[src/rtl/vga_frame_reader_if.sv]
// vga_frame_reader_if: frame-buffer read port plus VGA output bundle.
// master = the frame reader, slave = RAM / display side.
interface vga_frame_reader_if;
  logic [15:0] rddata;
  logic [14:0] rdaddr;
  logic        rden;
  logic        vga_hsync;
  logic        vga_vsync;
  logic        vga_de;
  logic [4:0]  vga_r;
  logic [5:0]  vga_g;
  logic [4:0]  vga_b;
  logic        frame_start;

  modport master (
    input  rddata,
    output rdaddr, rden, vga_hsync, vga_vsync, vga_de,
           vga_r, vga_g, vga_b, frame_start
  );

  modport slave (
    output rddata,
    input  rdaddr, rden, vga_hsync, vga_vsync, vga_de,
           vga_r, vga_g, vga_b, frame_start
  );
endinterface

[src/rtl/vga_frame_reader.sv]
// vga_frame_reader: 640x480@60 timing generator that reads a 120x120 RGB565
// frame buffer and shows it 2^SCALE_LOG2 upscaled in a fixed screen window.
// Pipeline: S0 counters/decode -> S1 RAM address -> S2 RAM data -> S3 outputs.
// Optional macro FRAME_BORDER_EN paints the window outline white.
module vga_frame_reader #(
  parameter int WIDTH      = 120,
  parameter int HEIGHT     = 120,
  parameter int XOFF       = 200,
  parameter int YOFF       = 120,
  parameter int SCALE_LOG2 = 1
) (
  input  logic               clk,
  input  logic               reset,
  vga_frame_reader_if.master bus
);
  localparam int W  = WIDTH  << SCALE_LOG2;
  localparam int HH = HEIGHT << SCALE_LOG2;
  localparam logic [9:0] X0 = 10'(XOFF);
  localparam logic [9:0] X1 = 10'(XOFF + W);
  localparam logic [9:0] Y0 = 10'(YOFF);
  localparam logic [9:0] Y1 = 10'(YOFF + HH);
  localparam logic [9:0] XL = 10'(W - 1);
  localparam logic [9:0] YL = 10'(HH - 1);
`ifdef FRAME_BORDER_EN
  localparam bit BORDER = 1'b1;
`else
  localparam bit BORDER = 1'b0;
`endif

  // Control bits travelling down the pipe next to the RAM access.
  typedef struct packed {
    logic hs;
    logic vs;
    logic de;
    logic win;
    logic fs;
    logic bd;
  } ctl_t;
  localparam ctl_t CTL_IDLE = ctl_t'(6'b11_0000);

  logic [9:0]  h_q, h_d, v_q, v_d;
  logic        in_win;
  logic [9:0]  lx, ly;
  logic [6:0]  img_x, img_y;
  ctl_t        c0, c1_q, c2_q;
  logic [14:0] rdaddr_q;
  logic        rden_q;
  logic        hs_q, vs_q, de_q, fs_q;
  logic [15:0] rgb_q;

  // Next raster position: h wraps at 799, v steps on h wrap and wraps at 524.
  always_comb begin
    h_d = (h_q == 10'd799) ? 10'd0 : h_q + 10'd1;
    v_d = v_q;
    if (h_q == 10'd799) v_d = (v_q == 10'd524) ? 10'd0 : v_q + 10'd1;
  end

  // Raster counters.
  always_ff @(posedge clk) begin
    if (reset) begin
      h_q <= '0;
      v_q <= '0;
    end else begin
      h_q <= h_d;
      v_q <= v_d;
    end
  end

  // Stage 0 decode: syncs, visible area, window membership and image coords.
  always_comb begin
    c0     = CTL_IDLE;
    in_win = (h_q >= X0) && (h_q < X1) && (v_q >= Y0) && (v_q < Y1);
    lx     = in_win ? h_q - X0 : 10'd0;
    ly     = in_win ? v_q - Y0 : 10'd0;
    img_x  = 7'(lx >> SCALE_LOG2);
    img_y  = 7'(ly >> SCALE_LOG2);
    c0.hs  = !((h_q >= 10'd656) && (h_q < 10'd752));
    c0.vs  = !((v_q >= 10'd490) && (v_q < 10'd492));
    c0.de  = (h_q < 10'd640) && (v_q < 10'd480);
    c0.win = in_win;
    c0.fs  = (h_q == 10'd0) && (v_q == 10'd0);
    c0.bd  = BORDER && in_win &&
             ((lx == 10'd0) || (lx == XL) || (ly == 10'd0) || (ly == YL));
  end

  // Stage 1: issue the RAM read; address is zero outside the window.
  always_ff @(posedge clk) begin
    if (reset) begin
      rdaddr_q <= '0;
      rden_q   <= 1'b0;
      c1_q     <= CTL_IDLE;
    end else begin
      rdaddr_q <= in_win ? {img_y, img_x} : 15'd0;
      rden_q   <= in_win;
      c1_q     <= c0;
    end
  end

  // Stage 2: hold control while the RAM produces data.
  always_ff @(posedge clk) begin
    if (reset) c2_q <= CTL_IDLE;
    else       c2_q <= c1_q;
  end

  // Stage 3: registered outputs; black outside window or blanking, white border.
  always_ff @(posedge clk) begin
    if (reset) begin
      hs_q  <= 1'b1;
      vs_q  <= 1'b1;
      de_q  <= 1'b0;
      fs_q  <= 1'b0;
      rgb_q <= '0;
    end else begin
      hs_q <= c2_q.hs;
      vs_q <= c2_q.vs;
      de_q <= c2_q.de;
      fs_q <= c2_q.fs;
      if (!c2_q.de || !c2_q.win) rgb_q <= '0;
      else if (c2_q.bd)          rgb_q <= 16'hFFFF;
      else                       rgb_q <= bus.rddata;
    end
  end

  assign bus.rdaddr      = rdaddr_q;
  assign bus.rden        = rden_q;
  assign bus.vga_hsync   = hs_q;
  assign bus.vga_vsync   = vs_q;
  assign bus.vga_de      = de_q;
  assign bus.frame_start = fs_q;
  assign bus.vga_r       = rgb_q[15:11];
  assign bus.vga_g       = rgb_q[10:5];
  assign bus.vga_b       = rgb_q[4:0];
endmodule

[src/flat_wrapper.sv]
// flat-port wrapper written by rule: the top's interface ports become plain ports
module vga_frame_reader_flat 
#(
  parameter int WIDTH      = 120,
  parameter int HEIGHT     = 120,
  parameter int XOFF       = 200,
  parameter int YOFF       = 120,
  parameter int SCALE_LOG2 = 1
)
  (clk, reset, bus_rddata, bus_rdaddr, bus_rden, bus_vga_hsync, bus_vga_vsync, bus_vga_de, bus_vga_r, bus_vga_g, bus_vga_b, bus_frame_start);
  vga_frame_reader_if bus_i ();
  input  logic clk;
  input  logic reset;
  input wire logic [$bits(bus_i.rddata)-1:0] bus_rddata;
  output wire logic [$bits(bus_i.rdaddr)-1:0] bus_rdaddr;
  output wire logic [$bits(bus_i.rden)-1:0] bus_rden;
  output wire logic [$bits(bus_i.vga_hsync)-1:0] bus_vga_hsync;
  output wire logic [$bits(bus_i.vga_vsync)-1:0] bus_vga_vsync;
  output wire logic [$bits(bus_i.vga_de)-1:0] bus_vga_de;
  output wire logic [$bits(bus_i.vga_r)-1:0] bus_vga_r;
  output wire logic [$bits(bus_i.vga_g)-1:0] bus_vga_g;
  output wire logic [$bits(bus_i.vga_b)-1:0] bus_vga_b;
  output wire logic [$bits(bus_i.frame_start)-1:0] bus_frame_start;
  assign bus_i.rddata = bus_rddata;
  assign bus_rdaddr = bus_i.rdaddr;
  assign bus_rden = bus_i.rden;
  assign bus_vga_hsync = bus_i.vga_hsync;
  assign bus_vga_vsync = bus_i.vga_vsync;
  assign bus_vga_de = bus_i.vga_de;
  assign bus_vga_r = bus_i.vga_r;
  assign bus_vga_g = bus_i.vga_g;
  assign bus_vga_b = bus_i.vga_b;
  assign bus_frame_start = bus_i.frame_start;
  vga_frame_reader #(.WIDTH(WIDTH), .HEIGHT(HEIGHT), .XOFF(XOFF), .YOFF(YOFF), .SCALE_LOG2(SCALE_LOG2)) u_core (.clk(clk), .reset(reset), .bus(bus_i));
endmodule
[config.mk]
export PLATFORM = sky130hd
export DESIGN_NAME = vga_frame_reader_flat
export DESIGN_NICKNAME = d
export VERILOG_FILES = /design/src/rtl/vga_frame_reader_if.sv /design/src/rtl/vga_frame_reader.sv /design/src/flat_wrapper.sv
export SDC_FILE = /design/constraint.sdc
export NUM_CORES = 1
export LEC_CHECK = 0
export ABC_AREA = 1
export ABC_CLOCK_PERIOD_IN_PS = 2300
export CAP_MARGIN = 30
export CORE_ASPECT_RATIO = 0.7
export CORE_UTILIZATION = 54
export CTS_BUF_LIST = sky130_fd_sc_hd__clkbuf_8 sky130_fd_sc_hd__clkbuf_16
export CTS_CLUSTER_DIAMETER = 120
export DETAILED_ROUTE_END_ITERATION = 7
export GPL_TIMING_DRIVEN = 0
export PLACE_DENSITY = 0.88
export RECOVER_POWER = 100
export SETUP_SLACK_MARGIN = 0.3
export SKIP_CTS_REPAIR_TIMING = 1
export SYNTH_ARGS = -nofsm -noshare
export SYNTH_HDL_FRONTEND = slang
export SYNTH_SLANG_ARGS = --single-unit
[constraint.sdc]
create_clock -name clk -period 2.3 [get_ports clk]
set_clock_uncertainty 0.15 [all_clocks]
set_input_delay 0.46 -clock clk [delete_from_list [all_inputs] [get_ports clk]]
set_output_delay 0.46 -clock clk [all_outputs]
set_load 0.05 [all_outputs]
==> results of run 1 <==
## cell type report
type                       instances  share of cell area, %
clock buffer                      10                  4.360
sequential                        64                  40.59
clock inverter                     6                  3.646
timing repair buffer              52                  9.552
inverter                          59                  7.015
multi-input combinational        205                  31.07
buffer                             6                  1.585
tap                               55                  2.180
## how the worst min path moves through the flow
stage	startpoint	to	slack [ps]	cells after the start
after global placement	u_core.c2_q[5]	u_core.bus.vga_hsync	240	1
after floorplan	u_core.c2_q[1]	u_core.bus.frame_start	240	2
after global routing	u_core.c1_q[4]	u_core.c2_q[4]	290	1
after detailed placement	u_core.c2_q[5]	u_core.bus.vga_hsync	240	1
final	u_core.c1_q[1]	u_core.c2_q[1]	260	2
after CTS	u_core.c1_q[1]	u_core.c2_q[1]	260	2
## metal layers
layer,vias to the layer above,track usage [%],part of all wire [%]
met5,-,0,0
met4,0,10.90,1.3
met3,8,11.33,9.3
met2,112,36.42,44
met1,955,29.61,45
li1,1133,-,-
## cell usage after synthesis
master    count
nand2_1      56
nor4_1        1
nand2_2       3
xnor2_1       2
buf_4         1
buf_2         2
nand3_1      16
a311oi_1      1
xor2_1        5
or2_2         5
o22ai_1       1
inv_1        55
nand3_4       1
nand4_1       2
buf_6         3
o21ai_1       1
nor2_1       71
dfxtp_1      64
ha_1          8
conb_1        1
nand3_2       2
nor2_4        1
o21ai_0       7
nor2_2       11
inv_2         4
a21oi_1       6
nor3_1        4
## worst register-to-register path, cell delays in order, from the launching register on
cell	delay, ps
dfxtp_1	400
ha_1	220
nand3_1	180
nor2_1	180
nand2_1	230
inv_1	240
nand3_1	110
nand2_1	100
nor2_1	40
## through the flow
step / setup WS (ps) / hold WS [ps] / util (%) / total power, W / cells
global placement: 264.8 / 241.3 / 70.87 / 0.001234 / 441
global route: 175.7 / 287.3 / 70.87 / 0.002496 / 457
CTS: 136.6 / 260.3 / 76.54 / 0.002425 / 457
floorplan: 770.1 / 238.3 / - / 0.001195 / 334
detailed placement: 242.8 / 243.6 / 70.87 / 0.001237 / 441
finish: 338.9 / 259.9 / 70.87 / 0.002404 / 457
## registers in the layout, summed over array words and instances (netlist names)
| name | flops |
|---|---|
| u_core.bus.frame_start | 1 |
| u_core.bus.rdaddr | 14 |
| u_core.bus.vga_de | 1 |
| u_core.bus.vga_hsync | 1 |
| u_core.bus.vga_vsync | 1 |
| u_core.c1_q | 5 |
| u_core.c2_q | 5 |
| u_core.h_q | 10 |
| u_core.rgb_q | 16 |
| u_core.v_q | 10 |
## cells by family after synthesis
group	share of synthesized area, %
AO/OA/AOI/OAI	3.314
other	0.1461
AND/OR/NAND/NOR	29.73
adder cells (fa/ha/maj)	3.899
XOR/XNOR	2.388
flip-flops	49.90
buffers and inverters	10.62
## where the power goes
group | internal, W | switching, W
registers | 0.00112 | 0.00000605
clock network | 0.000754 | 0.000439
logic | 0.0000428 | 0.0000434
==> impl_metrics.json, run 1 <==
{
  "endpoint": "u_core.v_q[2]",
  "power_leakage_nw": 1.434,
  "syn_avg_cell_area_um2": 7.687,
  "startpoint_type": "flop",
  "dieHeight_um": 59.69,
  "via_per_inst": 4.832,
  "failed_checks": "design-rule violations",
  "nets": 423,
  "clk_latency_ps": 350,
  "cts_num_sinks": 64,
  "ioPinCount": 54,
  "globalplace.congestion": 0.9052,
  "yosysWarningCount": 0,
  "drive_above_1_share_pct": 8.458,
  "cts_tree": "done",
  "htreeDepth": 3,
  "regArea_um2": 1281,
  "vdd_drop_max_mv": 0.5668,
  "num_vias": 2208,
  "clkTransAtPathRegs_ps": 70,
  "grt_overflow": 0,
  "setup_viol": 0,
  "firstDrtPassIters": 8,
  "max_cap_violations": 0,
  "rows": 20,
  "port_buffers": 52,
  "reg2reg_to": "u_core.v_q[2]",
  "grt_use_total_pct": 24.02,
  "synth-seq-cells": 64,
  "antenna_found_initial": 0,
  "cpPeakStageDelay_ps": 400,
  "grt_pass1_vias": 1947,
  "finalCriticalPeriod_ps": 1961,
  "post-dp-hpwl_mm": 4.030,
  "initial_utilization_pct": 57.64,
  "ant_nets": 0,
  "final_cell_mix": "nor2_1 (81), dfxtp_1 (64), inv_1 (57), nand2_1 (57), clkbuf_1 (36)",
  "worst_setup_path_end_kind": "flop",
  "layout_commonest_cell": "nor2_1",
  "ys_top_cells_by_area": "dfxtp_1 (50%), nor2_1 (10%), nand2_1 (8.2%)",
  "crit_chain": "ha_1, nand3_1, nor2_1, nand2_1, inv_1, nand3_1, nand2_1, nor2_1",
  "cp_top_family": "simple AND/OR/NAND/NOR gates",
  "cts.path.max_buffers": 2,
  "grt_setup_unrepaired": "no",
  "fill_cells": 392,
  "diodes": 0,
  "arrival_ps": 2030,
  "powerDensity_nw_per_um2": 761.6,
  "dieArea_um2": 5039,
  "synth.distinct_cells": 27,
  "worst-path-stages": 8,
  "finalHoldViolations": 0,
  "finalWirelength_mm": 5.652,
  "hold_path.class": "flop to flop",
  "final_area_um2": 3157,
  "area_growth_pct": 22.95,
  "path_max_fanout": 8,
  "drt_iter0_markers": 172,
  "cts-root-buf": "clkbuf_8",
  "wire_per_inst_um": 12.37,
  "grt_start_max_net_pins": 13,
  "fin_tns_setup_ps": 0,
  "drc": 6,
  "multi_input_area_um2": 980.9,
  "synth_nets": 360,
  "clock.fmax_mhz": 509.9,
  "design.core.area_um2": 4454,
  "synth_top_cell_by_area": "dfxtp_1",
  "crit_start": "u_core.h_q[0]",
  "worstSetupPathType": "flop to flop",
  "tightest_slew_ps": 654.9,
  "r2r_setup_slack_ps": 340,
  "period_share_pct": 85.27,
  "critPathRequiredTime_ps": 2370,
  "die_w_um": 84.42,
  "ys_seq_area_share_pct": 49.90,
  "yosysTopAreaCellShare_pct": 49.90,
  "r2r_start": "u_core.h_q[0]",
  "grt_first_pass_wirelength_mm": 8.790,
  "dpl_cell_area_um2": 3157,
  "rr_worst_depth": 8,
  "drv_slew": 0,
  "outcome": "finished, violations left",
  "critPathSlowestCell": "dfxtp_1",
  "path_buf_inv": 1,
  "cts_buffers": 9,
  "synthesis.area_um2": 2567,
  "synth_cells": 334,
  "slew_headroom_pct": 56.53
}
Power figures use the tool's default switching activity.
==> inputs of run 2 (changes only) <==
CORE_UTILIZATION = 53   (was 54)
PLACE_DENSITY = 0.87   (was 0.88)
==> run 2 against run 1 <==
The run now ends clean. Sequential power about the same. First-iteration DRC count increased by 59%. Critical path depth decreased by 2. Sequential cell count unchanged. Setup slack got worse by 59 ps. Highest routed layer unchanged.
==> impl_metrics.json, run 2 (same netlist as run 1, synthesis figures left out) <==
{
  "cts.path.max_buffers": 2,
  "pre_cts_ws_ps": 217.2,
  "grt_first_pass_wirelength_mm": 8.659,
  "firstDrtPassIters": 5,
  "worst-path-stages": 6,
  "dieArea_um2": 5131,
  "drt_iter0_markers": 274,
  "grt_pass1_vias": 1964,
  "die_w_um": 85.19,
  "globalplace.congestion": 0.9137,
  "cts_tree": "done",
  "nets": 423,
  "layout_commonest_cell": "nor2_1",
  "clkTransAtPathRegs_ps": 70,
  "whs_path_depth": 2,
  "initial_utilization_pct": 57.00,
  "port_buffers": 52,
  "clock.fmax_mhz": 494.9,
  "hold_path.class": "flop to flop",
  "rows": 20,
  "grt_overflow": 0,
  "slew_headroom_pct": 57.84,
  "crit_chain": "dlygate4sd3_1, clkbuf_1, nor2_1, nand2_1, clkbuf_2, nor2_1",
  "fin_hold_ws_ps": 256.3,
  "top_register": "u_core.rgb_q",
  "grt_setup_unrepaired": "no",
  "finalHoldViolations": 0,
  "drv_slew": 0,
  "via_per_inst": 4.882,
  "max_cap_violations": 0,
  "largest_reg_flops": 16,
  "antenna_found_initial": 0,
  "worst_setup_path_end_kind": "flop",
  "htreeDepth": 3,
  "cts-root-buf": "clkbuf_8",
  "wl_met3_um": 486,
  "powerDensity_nw_per_um2": 671.5,
  "arrival_ps": 2110,
  "fill_cells": 400,
  "ioPinCount": 54,
  "tightest_slew_ps": 635.1,
  "cts_buffers": 9,
  "finalCriticalPeriod_ps": 2021,
  "p_switching_w": 0.0004932,
  "path_max_fanout": 10,
  "post-dp-hpwl_mm": 3.946,
  "critPathSlowestCell": "dlygate4sd3_1",
  "setup_viol": 0,
  "power_leakage_nw": 1.396,
  "ant_nets": 0,
  "path_buf_inv": 3,
  "grt_start_max_net_pins": 13,
  "dieHeight_um": 60.23,
  "cts_num_sinks": 64,
  "worstSetupPathType": "input port to flop",
  "cp_top_family": "buffers and inverters",
  "wl_met2_mm": 2.707,
  "clkPwrFrac_pct": 41.6,
  "grt_use_total_pct": 22.99,
  "sw_frac_of_total_pct": 23.77,
  "design.core.area_um2": 4504,
  "clk_latency_ps": 350,
  "seq_power_share_pct": 54.2,
  "diodes": 0,
  "period_share_pct": 87.85,
  "crit_top_cell": "nor2_1",
  "outcome": "finished clean",
  "wire_per_inst_um": 12.84,
  "drive_above_1_share_pct": 8.706,
  "cpPeakStageDelay_ps": 590,
  "fin_tns_setup_ps": 0,
  "dr.max_layer_used": "met4",
  "intPower_w": 0.001581,
  "setup_slack_ps": 279.5,
  "finalWirelength_mm": 5.870,
  "met1_length_mm": 2.591,
  "final_cell_mix": "nor2_1 (79), dfxtp_1 (64), nand2_1 (58), inv_1 (57), clkbuf_1 (36)",
  "rr_worst_depth": 9,
  "num_vias": 2231,
  "vdd_drop_max_mv": 0.4919,
  "startpoint_type": "input port",
  "drc": 0,
  "area_growth_pct": 20.32,
  "combPwrFrac_pct": 4.2,
  "critPathRequiredTime_ps": 2390
}
-- run 2: power groups by stage --
stage                     Sequential (W)  Clock, W  Combinational, W
after detailed placement         0.00115         0         0.0000877
final                            0.00112  0.000864         0.0000872
after global routing             0.00112  0.000929         0.0000936
after global placement           0.00115         0         0.0000854
after floorplan                  0.00115         0         0.0000423
after CTS                        0.00112  0.000877         0.0000894
-- run 2: area by class of cell --
class	instances	area (um2)	share of cell area, %
Inverter	59	221.5	7.169
Multi-Input combinational cell	205	983.4	31.83
Sequential cell	64	1281	41.47
Clock inverter	6	45.04	1.458
Timing Repair Buffer	52	301.5	9.761
Tap cell	55	68.82	2.228
Buffer	6	50.05	1.620
Clock buffer	10	137.6	4.455
-- run 2: final timing paths --
| path | from | endpoint | slack (ps) |
|---|---|---|---|
| hold reg to reg | u_core.c1_q[1] | u_core.c2_q[1] | 260 |
| hold / removal | u_core.c1_q[1] | u_core.c2_q[1] | 260 |
| setup reg to reg | u_core.h_q[0] | u_core.h_q[7] | 350 |
| setup / recovery | reset | u_core.rgb_q[8] | 280 |
-- run 2: per-layer routing --
layer / global-route usage, % / vias up
met5: 0 / -
met4: 9.685 / 0
met3: 9.116 / 9
met2: 38.13 / 94
met1: 26.99 / 1009
li1: - / 1119
-- run 2: through the flow --
step	instance area (um2)	cells	util, %	power [W]
after floorplan	2567	334	-	0.001195
after global placement	3157	441	70.08	0.001234
after detailed placement	3157	441	70.08	0.001237
after CTS	3339	457	74.14	0.002090
after global routing	3089	457	68.58	0.002146
final	3089	457	68.58	0.002075
-- run 2: worst register-to-register path: cells and delay by family (launching register included) --
kind            cells  cell delay [ps]
compound gates      1               90
fa+ha+maj           1              200
simple gates        5              800
flops               1              370
buf+inv             2              230
==> inputs of run 3 (changes only) <==
CAP_MARGIN = not set   (was 30)
==> results of run 3 <==
The final DEF is identical to that of run 2; final timing and power are the same.
